--- config.mk ---
export PLATFORM = sky130hd
export DESIGN_NAME = signadder_arbiter
export DESIGN_NICKNAME = d
export VERILOG_FILES = /design/src/rtl/signadder_arb_pkg.sv /design/src/rtl/signadder_rr_pick.sv /design/src/rtl/signadder_arbiter.sv
export SDC_FILE = /design/constraint.sdc
export NUM_CORES = 1
export LEC_CHECK = 0
export ABC_AREA = 1
export ABC_CLOCK_PERIOD_IN_PS = 3500
export CAP_MARGIN = 5
export CORE_MARGIN = 8
export CORE_UTILIZATION = 44
export DETAILED_ROUTE_END_ITERATION = 10
export PLACE_DENSITY = 0.87
export SYNTH_ARGS = -nofsm -noshare
export SYNTH_HDL_FRONTEND = slang
export SYNTH_HIERARCHICAL = 1
export SYNTH_SLANG_ARGS = --single-unit
--- constraint.sdc ---
create_clock -name clk1 -period 3.5 [get_ports clk1]
set_input_delay 0.525 -clock clk1 [delete_from_list [all_inputs] [get_ports clk1]]
set_output_delay 0.525 -clock clk1 [all_outputs]
set_load 0.1 [all_outputs]
--- src/rtl/signadder_arb_pkg.sv ---
// Shared definitions for the signed-adder arbiter: FSM state encoding and
// the requester-index width helper.
package signadder_arb_pkg;

  typedef enum logic [1:0] {
    IDLE   = 2'b00,
    GRANT  = 2'b01,
    RESULT = 2'b10
  } arbState_e;

  // A single requester still needs a one-bit index so res_id never collapses.
  function automatic int calcIdW(input int n);
    return (n <= 1) ? 1 : $clog2(n);
  endfunction

endpackage

--- src/rtl/signadder_rr_pick.sv ---
// Combinational round-robin picker: returns the first set request found
// scanning upward from i_ptr, wrapping around to index 0.
module signadder_rr_pick #(
  parameter int reqNumber = 4,
  parameter int idW       = 2
) (
  input  logic [reqNumber-1:0] i_req,
  input  logic [idW-1:0]       i_ptr,
  output logic                 o_found,
  output logic [idW-1:0]       o_winner
);

  int w_dist;
  int w_best;

  // The winner is the requester at the smallest wrapped distance from the pointer.
  always_comb begin
    o_winner = '0;
    w_dist   = 0;
    w_best   = reqNumber;
    for (int i = 0; i < reqNumber; i++) begin
      if (i_req[i]) begin
        w_dist = i - int'(i_ptr);
        if (w_dist < 0) begin
          w_dist = w_dist + reqNumber;
        end
        if (w_dist < w_best) begin
          w_best   = w_dist;
          o_winner = idW'(i);
        end
      end
    end
  end

  assign o_found = |i_req;

endmodule

--- src/rtl/signadder_arbiter.sv ---
// Round-robin arbiter sharing one signed adder among reqNumber requesters.
// Define SIGNADDER_ARB_SAT_EN to saturate Sum on signed overflow.
module signadder_arbiter
  import signadder_arb_pkg::*;
#(
  parameter  int bitNumber = 8,
  parameter  int reqNumber = 4,
  localparam int idW       = calcIdW(reqNumber)
) (
  input  logic                           clk1,
  input  logic                           rst,
  input  logic [reqNumber-1:0]           req,
  input  logic [reqNumber*bitNumber-1:0] A_flat,
  input  logic [reqNumber*bitNumber-1:0] B_flat,
  output logic [reqNumber-1:0]           gnt,
  output logic                           busy,
  output logic                           res_valid,
  output logic [idW-1:0]                 res_id,
  output logic [bitNumber-1:0]           Sum,
  output logic                           Carry,
  output logic                           Overflow
);

  arbState_e            r_state, w_stateNxt;
  logic [idW-1:0]       r_ptr, w_ptrNxt;
  logic [idW-1:0]       r_winner, w_winnerNxt;
  logic [bitNumber-1:0] r_a, w_aNxt, r_b, w_bNxt;
  logic [reqNumber-1:0] r_gnt, w_gntNxt;
  logic                 r_busy, w_busyNxt;
  logic                 r_valid, w_validNxt;
  logic [idW-1:0]       r_id, w_idNxt;
  logic [bitNumber-1:0] r_sum, w_sumNxt;
  logic                 r_carry, w_carryNxt;
  logic                 r_ovf, w_ovfNxt;

  logic                 w_found;
  logic [idW-1:0]       w_pick;
  logic [bitNumber-1:0] w_aSel, w_bSel;
  logic [bitNumber:0]   w_full;
  logic [bitNumber-1:0] w_rawSum, w_sumOut;
  logic                 w_carry, w_ovf;

  signadder_rr_pick #(
    .reqNumber (reqNumber),
    .idW       (idW)
  ) u_pick (
    .i_req    (req),
    .i_ptr    (r_ptr),
    .o_found  (w_found),
    .o_winner (w_pick)
  );

  always_comb begin
    w_aSel = '0;
    w_bSel = '0;
    for (int i = 0; i < reqNumber; i++) begin
      if (w_pick == idW'(i)) begin
        w_aSel = A_flat[i*bitNumber +: bitNumber];
        w_bSel = B_flat[i*bitNumber +: bitNumber];
      end
    end
  end

  assign w_full   = {1'b0, r_a} + {1'b0, r_b};
  assign w_rawSum = w_full[bitNumber-1:0];
  assign w_carry  = w_full[bitNumber];
  assign w_ovf    = (r_a[bitNumber-1] == r_b[bitNumber-1]) &&
                    (w_rawSum[bitNumber-1] != r_a[bitNumber-1]);

`ifdef SIGNADDER_ARB_SAT_EN
  // Clamp toward the sign of the operands; both operands share a sign on overflow.
  assign w_sumOut = !w_ovf          ? w_rawSum :
                    r_a[bitNumber-1] ? {1'b1, {(bitNumber-1){1'b0}}} :
                                       {1'b0, {(bitNumber-1){1'b1}}};
`else
  assign w_sumOut = w_rawSum;
`endif

  always_comb begin
    w_stateNxt  = r_state;
    w_ptrNxt    = r_ptr;
    w_winnerNxt = r_winner;
    w_aNxt      = r_a;
    w_bNxt      = r_b;
    w_gntNxt    = '0;
    w_validNxt  = 1'b0;
    w_idNxt     = r_id;
    w_sumNxt    = r_sum;
    w_carryNxt  = r_carry;
    w_ovfNxt    = r_ovf;
    case (r_state)
      IDLE: begin
        if (w_found) begin
          w_stateNxt  = GRANT;
          w_winnerNxt = w_pick;
          w_aNxt      = w_aSel;
          w_bNxt      = w_bSel;
          w_gntNxt    = reqNumber'(1) << w_pick;
        end
      end
      GRANT: begin
        w_stateNxt = RESULT;
        w_sumNxt   = w_sumOut;
        w_carryNxt = w_carry;
        w_ovfNxt   = w_ovf;
        w_validNxt = 1'b1;
        w_idNxt    = r_winner;
      end
      RESULT: begin
        w_stateNxt = IDLE;
        w_ptrNxt   = (r_winner == idW'(reqNumber - 1)) ? '0 : r_winner + idW'(1);
      end
      default: w_stateNxt = IDLE;
    endcase
    w_busyNxt = (w_stateNxt != IDLE);
  end

  always_ff @(posedge clk1) begin
    if (rst) begin
      r_state  <= IDLE;
      r_ptr    <= '0;
      r_winner <= '0;
      r_a      <= '0;
      r_b      <= '0;
      r_gnt    <= '0;
      r_busy   <= 1'b0;
      r_valid  <= 1'b0;
      r_id     <= '0;
      r_sum    <= '0;
      r_carry  <= 1'b0;
      r_ovf    <= 1'b0;
    end else begin
      r_state  <= w_stateNxt;
      r_ptr    <= w_ptrNxt;
      r_winner <= w_winnerNxt;
      r_a      <= w_aNxt;
      r_b      <= w_bNxt;
      r_gnt    <= w_gntNxt;
      r_busy   <= w_busyNxt;
      r_valid  <= w_validNxt;
      r_id     <= w_idNxt;
      r_sum    <= w_sumNxt;
      r_carry  <= w_carryNxt;
      r_ovf    <= w_ovfNxt;
    end
  end

  assign gnt       = r_gnt;
  assign busy      = r_busy;
  assign res_valid = r_valid;
  assign res_id    = r_id;
  assign Sum       = r_sum;
  assign Carry     = r_carry;
  assign Overflow  = r_ovf;

endmodule
After elaboration in Yosys (flattened, before gate mapping) --
Index checks and enable logic that the tools add are counted.
Word-level totals: register bits after elaboration 40
Operators by class: add/subtract/negate cells 10, order comparisons 8, eq/ne operators 8, shift operators 1, mux-type cells 32, bitwise operators 2, reductions and logical operators 7
Operators by type and width (count):
- 32-bit two-way mux | 14
- 32-bit by 4-bit adder with 32-bit output, second input constant | 4
- 32-bit by 1-bit < comparator with 1-bit output, second input constant | 4
- 32-bit < comparator | 3
- 8-bit two-way mux | 8
- 32-bit by 4-bit < comparator with 1-bit output, second input constant | 1
- 2-bit two-way mux | 7
- 8-bit by 8-bit adder with 9-bit output | 1
- 2-bit equality test, second input constant | 4
- 1-bit by 2-bit subtractor with 3-bit output, first input constant | 2
- 2-bit by 2-bit subtractor with 3-bit output, first input constant | 2
- 2-bit by 1-bit equality test with 1-bit output, second input constant | 2
- 2-bit logical NOT | 2
- 2-bit case mux with 2 select lines | 1
- 4-bit OR reduction | 1
- 1-bit by 2-bit << shifter with 4-bit output, first input constant | 1
- 3-bit OR reduction | 1
- 2-bit by 1-bit adder with 2-bit output, second input constant | 1
- 1-bit two-way mux | 2
- 1-bit inverter | 2
- 2-bit AND reduction | 1
- 2-bit nonzero test | 1
- 1-bit equality test | 1
- 1-bit logical AND | 1
- 1-bit != test | 1

Longest topological paths before layout --
Gate-level depths: netlist (run 1).
depth after elaboration 21, mapped depth 23, gate-level depth less buffers 22

Cells and area by module --
The synthesis (run 1) kept the hierarchy.
Modules (own cells, without submodules):
- signadder_arbiter | instances 1, cells an instance 281, area each 2102.0 um2, sequential area each 780.7 um2
- signadder_rr_pick | instances 1, cells an instance 35, area each 182.7 um2, sequential area each 0.0 um2

Worst setup path before layout (run 1) --
No wires, ideal clock.
path type input port to flip-flop, from in req[1], to reg r_b[5], setup time 0.133 ns, arrival 2.667 ns, required time 3.367 ns, setup slack 0.701 ns, stages 20, cell sequence o21ai_0 -> nand3_1 -> ha_1 -> inv_1 -> nor2_1 -> nand2_1 -> nand3_2 -> nand2_1 -> o21ai_0 -> ha_1 -> inv_1 -> nor2_1 -> nand2_1 -> nand3_2 -> nand2_1 -> nand2_2 -> clkinv_2 -> buf_6 -> a21oi_1 -> a41oi_2
On the way: word-level cells in the longest chain between the ends 12, elaborated cells between the ends (all ways) 20
RTL lines:
- start, declared | line signadder_arbiter.sv:12 | input logic [reqNumber-1:0] req,
- 32-bit two-way mux | line signadder_rr_pick.sv:22 | if (i_req[i]) begin
- 32-bit < comparator | line signadder_rr_pick.sv:27 | if (w_dist < w_best) begin
- 32-bit two-way mux | line signadder_rr_pick.sv:27
- 32-bit two-way mux | line signadder_rr_pick.sv:22
- 32-bit < comparator | line signadder_rr_pick.sv:27
- 2-bit two-way mux | line signadder_rr_pick.sv:27
- 2-bit two-way mux * | line signadder_rr_pick.sv:22
- via w_pick[0] | line signadder_arbiter.sv:37 | logic [idW-1:0] w_pick;
- 2-bit logical NOT | line signadder_arbiter.sv:57 | if (w_pick == idW'(i)) begin
- 8-bit two-way mux (3 in a row) | line signadder_arbiter.sv:57
- 8-bit two-way mux * | line signadder_arbiter.sv:57
- end signal, assigned | line signadder_arbiter.sv:137 | r_b <= w_bNxt;
- end, declared | line signadder_arbiter.sv:27 | logic [bitNumber-1:0] r_a, w_aNxt, r_b, w_bNxt;
Mark *: on every way through the listed nets, which the timed path passes. The rest lies on a longest branch. A chain may end at the register's enable or synchronous reset.

Worst setup path after layout (run 1) --
from in req[1], to reg r_a[2]
On the way: word-level cells in the longest chain between the ends 12, elaborated cells between the ends (all ways) 20
RTL lines:
- 32-bit two-way mux * | line signadder_rr_pick.sv:22
- 32-bit < comparator | line signadder_rr_pick.sv:27
- 32-bit two-way mux | line signadder_rr_pick.sv:27
- 32-bit two-way mux | line signadder_rr_pick.sv:22
- 32-bit < comparator | line signadder_rr_pick.sv:27
- 2-bit two-way mux | line signadder_rr_pick.sv:27
- 2-bit two-way mux * | line signadder_rr_pick.sv:22
- via w_pick[1] | line signadder_arbiter.sv:37
- 2-bit logical NOT | line signadder_arbiter.sv:57
- 8-bit two-way mux (3 in a row) | line signadder_arbiter.sv:57
- 8-bit two-way mux * | line signadder_arbiter.sv:57
- end signal, assigned | line signadder_arbiter.sv:136 | r_a <= w_aNxt;
- end, declared | line signadder_arbiter.sv:27
Marked as above.

==> flow_summary.toml, run 1 <==
[status]
status = "complete, no violations"

[routing]
drt-initial-drc-count = 103
vias_per_cell = 5.316
ant_nets = 0
drc = 0
drtPass1Iterations = 4
routed_wl_um = 6917
post_drt_wl_per_cell_um = 14.59
dr_total_vias = 2520

[yosys]
syn_area_per_cell_um2 = 7.230
synth_edf_count = 0
yosysWarnings = 6
syn_nets = 398
async_flop_share_pct = 0
synthCells = 316
synth_cell_type_count = 35
synth-seq-cells = 39
synth-seq-area-share_pct = 34.17
syn_area_um2 = 2285
synth_ff_type = "dfxtp_1"

[cells_and_area]
area_growth_pct = 45.29
final-seq-area_um2 = 780.7
fin_nets = 485
layout_commonest_cell = "clkdlybuf4s50_1"
mostFrequentLayoutCells = "87 x clkdlybuf4s50_1, 63 x nand2_1, 39 x dfxtp_1"
fillCellCount = 443
design_area_um2 = 3319
antenna_cells = 0
drive_gt1_share_pct = 8.911
multi_input_area_um2 = 1284

[floorplan]
rows = 26
dieArea_um2 = 7755
num_io_pins = 88
die_w_um = 88.06
chipHeight_um = 88.06
core_area_um2 = 5075
start_util_pct = 45.02

[worst_setup_path]
crit_buf_inv = 5
slowest_stage = "clkdlybuf4s50_1"
critPathKind = "input port to register"
cpMostUsedCell = "nand2_1"
critPathTopFamily = "simple AND/OR/NAND/NOR gates"
crit_start = "req[1]"
reg2reg_to = "r_a[2]$_SDFFE_PP0P_"
ff2ff_setup_slack_ns = 0.49
crit_path_max_incr_delay_ns = 0.49
cp_max_fo = 12
cp-end-kind = "register"
startpoint_type = "input port"
r2r_cells = 20
required_ns = 3.72
crit_chain = "clkdlybuf4s50_1 > o21ai_0 > nand3_1 > ha_1 > inv_1 > nor2_1 > nand2_1 > nand3_2 > o21ai_0 > ha_1 > inv_1 > nor2_1 > nand2_1 > nand3_2 > nand2_2 > inv_2 > nor2_4 > buf_12 > nand2_1 > a41oi_1"
setup.worst_path.end = "r_a[2]$_SDFFE_PP0P_"
worstPathArrival_ns = 3.46
r2r_start = "r_ptr[0]$_SDFFE_PP0N_"
crit_cells = 20

[timing]
slew_headroom_pct = 34.22
finalCritPeriodShare_pct = 92.61
fin_crit_ns = 3.241
hold_ws_ns = 0.4693
fin_skew_ns = 0.004606
fmax_ghz = 0.3085
rsz0062_at_grt = "false"
hold_viol = 0
slew_viol_final = 0
setup_violations = 0
setup_tns_ns = 0
tightestPinTransition_ns = 0.9837

[placed_design]
post_dp_cell_area_um2 = 3193
port_buffers = 87
dp_hpwl_um = 5414
gp_congestion = 0.8836

[run]
cap_violations = 0

[global_route]
antenna_found_initial = 0
grt_pass1_wl_um = 11190
grt.total_usage_pct = 18.03
grt_pass1_vias = 2520
grt_max_degree = 30
grt_overflow = 0

[cts]
clkLatencyLatePin_ns = 0.29
cts-root-buf = "clkbuf_8"
cts_max_level = 2
cts_buffer_depth = 2
cts_hold_buf = 0
cts-buffers-inserted = 5
cts_sinks = 39
path_clk_slew_ns = 0.08
cts_tree = "built"

[pwr]
power.density_nw_per_um2 = 493.4
p_leak_nw = 1.394
vdd_drop_max_v = 0.0002147

[min_path]
hp-class = "register to register"
-- cell type report --
type,count,share of cell area [%]
flip-flops and latches,39,23.52
repair buffers,94,28.57
well taps,70,2.639
inverters,31,3.581
multi-input cells,232,38.67
clock buffers,8,3.015
-- synth_stat cells, drive strengths merged, types with 2 or more instances --
cell type  instances  area share, %
nand2             67             11
nor3               2           0.44
o21ai             39            8.5
inv               30            4.9
nor2              27            5.6
xnor2              2           0.77
buf               12            4.3
ha                11            6.0
nand3             35            8.1
clkbuf             2           0.38
a41oi             12            5.3
dfxtp             39             34
a21oi             26            5.7
nand4              2           0.55
-- power breakdown --
part           internal (mW)  leakage, nW  total (mW)  switching, mW
clock                  0.180       0.0515       0.336          0.156
sequential             0.505        0.322       0.545         0.0399
combinational          0.279         1.02       0.756          0.477
total                  0.965         1.39        1.64          0.673
-- registers in the layout, indices dropped and copies added (netlist names) --
register / flops
res_id: 2
Overflow: 1
Sum: 8
busy: 1
r_b: 8
Carry: 1
gnt: 4
r_state: 2
r_winner: 2
r_a: 8
r_ptr: 2
-- worst reg2reg max path, cell delays in order, from the launching register on --
cell     delay, ns
dfxtp_1       0.42
inv_1         0.10
o21ai_0       0.18
nand3_1       0.13
ha_1          0.29
inv_1         0.06
nor2_1        0.04
nand2_1       0.07
nand3_2       0.12
o21ai_0       0.23
ha_1          0.26
inv_1         0.05
nor2_1        0.04
nand2_1       0.07
nand3_2       0.08
nand2_2       0.14
inv_2         0.07
nor2_4        0.17
buf_12        0.16
nand2_1       0.06
a41oi_1       0.19
-- routing by layer --
metal	wire length, um	vias up	global-route usage, %
met2	3317	99	30.98
met5	0	-	0
met1	2942	1160	20.98
met3	523	14	4.784
met4	134	0	6.298
li1	-	1247	-
-- repair_timing --
action,in CTS,in global routing
resized for setup,0,3
buffers inserted,0,1
endpoints found under the setup margin,0,16
-- worst min-delay path by stage --
stage,cells past startpoint,slack (ns),from,to
6_report,2,0.47,Overflow$_SDFFE_PP0P_,Overflow$_SDFFE_PP0P_
3_3_place_gp,2,0.46,Overflow$_SDFFE_PP0P_,Overflow$_SDFFE_PP0P_
4_1_cts,2,0.47,Overflow$_SDFFE_PP0P_,Overflow$_SDFFE_PP0P_
5_1_grt,2,0.52,r_winner[1]$_SDFFE_PP0P_,r_winner[1]$_SDFFE_PP0P_
3_5_place_dp,2,0.46,Overflow$_SDFFE_PP0P_,Overflow$_SDFFE_PP0P_
2_1_floorplan,2,0.46,r_winner[1]$_SDFFE_PP0P_,r_winner[1]$_SDFFE_PP0P_
-- cells by family after synthesis --
group,count (synthesis),share of synthesized area [%]
buf+inv,45,9.857
simple gates,135,26.51
fa+ha+maj,12,6.900
compound gates,83,21.80
xor+xnor,2,0.7668
flops,39,34.17
-- through the flow --
step / util, % / cells / power [mW] / setup slack (ns)
final: 65.41 / 474 / 1.638 / 0.2586
after global placement: 62.92 / 465 / 1.260 / 0.08073
after CTS: 64.89 / 473 / 1.614 / 0.1048
after global routing: 65.41 / 474 / 1.724 / 0.006370
after floorplan: - / 316 / 1.069 / 0.7005
after detailed placement: 62.92 / 465 / 1.282 / -0.1886
Note: power is estimated with default switching activity, not from simulation.
==> run 2: changes to the inputs <==
ABC_CLOCK_PERIOD_IN_PS = 2700   (was 3500)
CORE_UTILIZATION = 40   (was 44)
PLACE_DENSITY = 0.84   (was 0.87)
clock period = 2.7 ns   (was 3.5 ns; I/O delays follow)
==> run 2 against run 1 <==
  * The flow now finishes with violations (negative setup slack)
  * Critical path type unchanged
  * Clock skew is 0.0025 ns higher
  * Sequential cell count unchanged
  * Sequential share of layout area is 1.3 points lower
  * Wire length rose by 6.5%
  * Register-to-register slack lost 0.55 ns
  * Sequential power up 30%
  * Critical endpoint is now r_b[6]$_SDFFE_PP0P_
  * Critical path depth unchanged
  * Worst hold slack gained 0.0027 ns
  * Non-clock buffer count up 17
  * Global-route usage fell by 0.95 points
  * Cell count increased by 4.0%
  * Count of clock-buffer cells in the layout shrank 2
==> flow_summary.toml, run 2 (same netlist as run 1, synthesis figures left out) <==
[status]
status = "complete, but fails checks"
violations = "negative setup slack"

[placed_design]
gp_congestion = 0.8597
dp_hpwl_um = 5546
port_buffers = 87

[cts]
cts_max_level = 2
cts_tree = "built"
path_clk_slew_ns = 0.08
cts-root-buf = "clkbuf_8"
clkLatencyLatePin_ns = 0.30
cts-buffers-inserted = 5
cts_buffer_depth = 2
cts_sinks = 39

[cells_and_area]
fin_nets = 502
area_growth_pct = 54.55
mostFrequentLayoutCells = "67 x clkdlybuf4s50_1, 59 x nand2_1, 38 x buf_4"
layout_commonest_cell = "clkdlybuf4s50_1"
antenna_cells = 0
drive_gt1_share_pct = 20.90
utilization_pct = 64.12
fillCellCount = 449

[pwr]
power.density_nw_per_um2 = 646.0
p_leak_nw = 1.560
vdd_drop_max_v = 0.0002970
power_mw = 2.281

[floorplan]
num_io_pins = 88
start_util_pct = 41.49
core_area_um2 = 5507
chipHeight_um = 91.58
rows = 27
dieArea_um2 = 8386
die_w_um = 91.58

[global_route]
grt_max_degree = 30
grt_pass1_wl_um = 11920
use_met2_pct = 29.47
grt.total_usage_pct = 17.08
top_usage_layer = "met2"
gr-usage-met1_pct = 19.16
grt_use_met3_pct = 5.844
grt_overflow = 0
antenna_found_initial = 0
grt_pass1_vias = 2602

[routing]
drt-initial-drc-count = 152
dr_total_vias = 2545
post_drt_wl_per_cell_um = 14.95
vias_per_cell = 5.162
drtPass1Iterations = 4
routed_wl_um = 7370
drc = 0
ant_nets = 0

[timing]
finalWorstSetupSlack_ns = -0.07712
hold_viol = 0
fmax_ghz = 0.3601
tightestPinTransition_ns = 0.4805
hold_ws_ns = 0.4719
fin_skew_ns = 0.007130
finalCritPeriodShare_pct = 102.9
slew_headroom_pct = 67.89
fin_crit_ns = 2.777
rsz0062_at_grt = "true"
setup_violations = 16
slew_viol_final = 0

[worst_setup_path]
startpoint_type = "input port"
cp-end-kind = "register"
worstPathArrival_ns = 2.94
cp_max_fo = 12
required_ns = 2.86
crit_path_max_incr_delay_ns = 0.29
ff2ff_setup_slack_ns = -0.06
critPathKind = "input port to register"
cpMostUsedCell = "nand3_2"
crit_chain = "dlygate4sd2_1 > o21ai_2 > nand3_2 > ha_4 > inv_1 > nor2_1 > nand2_1 > nand3_2 > o21ai_1 > ha_1 > inv_1 > nor2_1 > nand2_1 > nand3_2 > nand2_4 > buf_4 > nand2_2 > clkinv_4 > a21oi_1 > a41oi_2"
slowest_stage = "dlygate4sd2_1"

[run]
cap_violations = 0

[min_path]
hp-class = "register to register"
run 2: cell types whose count changed in the layout (fill, tap and decap cells not counted), sizes merged:
cell,before,now
inv,31,30
clkinv,0,2
clkdlybuf4s50,87,67
dlygate4sd2,0,2
clkbuf,8,7
bufinv,0,1
buf,7,41
run 2: where the power goes:
| group | switching, mW | total [mW] | internal (mW) |
|---|---|---|---|
| sequential | 0.0531 | 0.708 | 0.655 |
| clock | 0.213 | 0.513 | 0.299 |
| combinational | 0.649 | 1.06 | 0.411 |
| total | 0.916 | 2.28 | 1.36 |
run 2: final timing paths:
check,startpoint,end,depth (start not counted)
max,req[1],r_b[6]$_SDFFE_PP0P_,20
min,Overflow$_SDFFE_PP0P_,Overflow$_SDFFE_PP0P_,2
max reg2reg,r_ptr[0]$_SDFFE_PP0N_,r_b[6]$_SDFFE_PP0P_,20
min reg2reg,Overflow$_SDFFE_PP0P_,Overflow$_SDFFE_PP0P_,2
run 2: final cells by class:
type / instances / area [um2] / share of cell area [%]
clock buffer: 6 / 82.58 / 2.339
tap: 72 / 90.09 / 2.551
timing repair buffer: 111 / 1050 / 29.73
sequential: 39 / 785.8 / 22.25
multi-input combinational: 232 / 1361 / 38.55
inverter: 31 / 126.4 / 3.579
clock inverter: 2 / 35.03 / 0.9922
run 2: repair_timing:
item	in CTS	in global routing
hold buffers	0	0
resized for setup	16	12
buffers inserted	1	5
gates cloned	0	1
setup endpoints to repair	21	17
run 2: worst max-delay path: cells and delay by family:
family                     cells  cell delay [ns]
AOI/OAI and AO/OA              4             0.56
adders and majority gates      2             0.57
buffers and inverters          5             0.61
and+or+nand+nor                9             0.81
run 2: routing by layer:
layer,vias up,routed length (um)
met5,-,0
li1,1286,-
met3,12,549
met2,86,3615
met1,1161,3081
met4,0,123
run 2: per-stage QoR:
step / area, um2 / instances / setup TNS (ns) / setup WS (ns)
floorplan: 2288 / 316 / 0 / 0.01623
global placement: 3249 / 478 / -8.834 / -0.4945
detailed placement: 3249 / 478 / -12.41 / -0.6716
CTS: 3412 / 487 / 0 / 0.003178
global route: 3531 / 493 / -3.105 / -0.2528
finish: 3531 / 493 / -0.7147 / -0.07712
==> run 3: changes to the inputs <==
--- a/config.mk
+++ b/config.mk
@@ -9,3 +9,3 @@
 export ABC_CLOCK_PERIOD_IN_PS = 2700
-export CAP_MARGIN = 5
+export CAP_MARGIN = 20
 export CORE_MARGIN = 8
==> constraint.sdc (replaced) <==
create_clock -name clk1 -period 2.7 [get_ports clk1]
set_input_delay 0.81 -clock clk1 [delete_from_list [all_inputs] [get_ports clk1]]
set_output_delay 0.81 -clock clk1 [all_outputs]
set_load 0.1 [all_outputs]
==> run 3 against run 2 <==
  * The flow still finishes with violations (negative setup slack)
  * Cell count is 1.4% higher
  * Sequential power hardly changed
  * Fmax is 10% lower
  * Clock power is 15% higher
  * Setup slack worse by 0.32 ns
  * Design area is 11% higher
  * Die area stayed put
  * Register-to-register slack worse by 0.25 ns
==> flow_summary.toml, run 3 (same netlist as run 1, synthesis figures left out) <==
[status]
status = "complete, but fails checks"
violations = "negative setup slack"

[worst_setup_path]
cp_max_fo = 5
worstPathArrival_ns = 3.28
critPathKind = "input port to register"
r2r_start = "r_ptr[1]$_SDFFE_PP0N_"
startpoint_type = "input port"
crit_chain = "buf_8 > o21ai_4 > nand3_4 > ha_4 > inv_2 > nor2_1 > nand2_1 > nand3_2 > o21ai_2 > ha_1 > inv_1 > nor2_1 > nand2_1 > nand3_4 > nand2_4 > buf_6 > inv_6 > nor2_4 > buf_6 > nand2_1 > nand3_2 > o21ai_2 > a21oi_2"
cpMostUsedCell = "nand2_1"
r2r_cells = 23
setup.worst_path.end = "r_a[5]$_SDFFE_PP0P_"
required_ns = 2.88
reg2reg_to = "r_a[5]$_SDFFE_PP0P_"
ff2ff_setup_slack_ns = -0.31
crit_start = "req[1]"
slowest_stage = "ha_4"
crit_path_max_incr_delay_ns = 0.28
cp-end-kind = "register"

[cts]
cts_sinks = 39
cts-root-buf = "clkbuf_8"
cts_max_level = 2
cts_tree = "built"
cts-buffers-inserted = 5
cts_buffer_depth = 2
clkLatencyLatePin_ns = 0.30
cts_hold_buf = 0
path_clk_slew_ns = 0.08

[timing]
fmax_ghz = 0.3224
rsz0062_at_grt = "true"
slew_viol_final = 0
setup_tns_ns = -5.933
fin_skew_ns = 0.008123
fin_crit_ns = 3.101
slew_headroom_pct = 65.22
finalWorstSetupSlack_ns = -0.4013
finalCritPeriodShare_pct = 114.9
tightestPinTransition_ns = 0.5205
hold_viol = 0
setup_violations = 22

[pwr]
power.density_nw_per_um2 = 671.5
power_mw = 2.632
vdd_drop_max_v = 0.0003568
p_leak_nw = 1.681

[global_route]
grt_pass1_wl_um = 13410
grt_max_degree = 30
grt_pass1_vias = 2894
grt_overflow = 0
grt.total_usage_pct = 19.37
antenna_found_initial = 0

[floorplan]
num_io_pins = 88
rows = 27
chipHeight_um = 91.58
die_w_um = 91.58
start_util_pct = 41.49
dieArea_um2 = 8386
core_area_um2 = 5507

[cells_and_area]
antenna_cells = 0
area_growth_pct = 71.58
utilization_pct = 71.19
layout_commonest_cell = "clkdlybuf4s50_1"
drive_gt1_share_pct = 32.71
mostFrequentLayoutCells = "67 x clkdlybuf4s50_1, 43 x nand2_1, 39 x dfxtp_1"
fin_nets = 509

[min_path]
hp-class = "register to register"
hp-start = "Overflow$_SDFFE_PP0P_"

[routing]
top_layer = "met4"
drtPass1Iterations = 4
dr_total_vias = 2815
drt-initial-drc-count = 257
drc = 0
post_drt_wl_per_cell_um = 18.37
wl_met3_um = 714
routed_wl_um = 9186
vias_per_cell = 5.630
ant_nets = 0
wl_met2_um = 4615
wl_met1_um = 3351

[run]
cap_violations = 0

[placed_design]
port_buffers = 87
dp_hpwl_um = 5635
gp_congestion = 0.8391
## run 3: routing by layer
layer	track usage, %	up-vias
li1	-	1299
met1	19.91	1322
met2	34.33	148
met3	6.502	46
met4	9.550	0
met5	0	-
## run 3: final cells by class
class                      count  area, um2
tap                           72      90.09
clock buffer                   5      68.82
fill                         401       1587
inverter                      31      128.9
sequential                    39      780.7
clock inverter                 3      67.56
timing repair buffer         118       1167
multi-input combinational    232       1617
## run 3: what timing repair did
action / CTS / global route
setup endpoints to repair: 22 / 22
gates cloned: 1 / 2
buffers inserted: 7 / 2
gates resized for setup: 49 / 47
pin swaps: 20 / 21
## run 3: per-stage QoR
stage | cell area, um2 | setup WS [ns] | cells | hold slack, ns
global placement | 3294 | -0.8957 | 481 | 0.4588
CTS | 3690 | -0.2206 | 497 | 0.4855
finish | 3920 | -0.4013 | 500 | 0.4829
floorplan | 2317 | -0.2696 | 316 | 0.4649
global route | 3920 | -0.4898 | 500 | 0.5133
detailed placement | 3294 | -1.089 | 481 | 0.4738
## run 3: worst min path at each step
stage               slack (ns)                       end  cells past startpoint
floorplan                 0.46  r_winner[1]$_SDFFE_PP0P_                      2
global placement          0.46     Overflow$_SDFFE_PP0P_                      2
detailed placement        0.47     Overflow$_SDFFE_PP0P_                      2
CTS                       0.49     Overflow$_SDFFE_PP0P_                      2
global route              0.51     Overflow$_SDFFE_PP0P_                      2
finish                    0.48     Overflow$_SDFFE_PP0P_                      2
## run 3: report_power, final
group          switching [mW]  internal, mW
registers              0.0560         0.655
logic                   0.801         0.529
clock network           0.223         0.369
total                    1.08          1.55
## run 3: worst max-delay path: cells and delay by family
family                     cells  cell delay [ns]
AOI/OAI and AO/OA              4             0.37
adders and majority gates      2             0.55
buffers and inverters          6             0.50
and+or+nand+nor               11             1.04
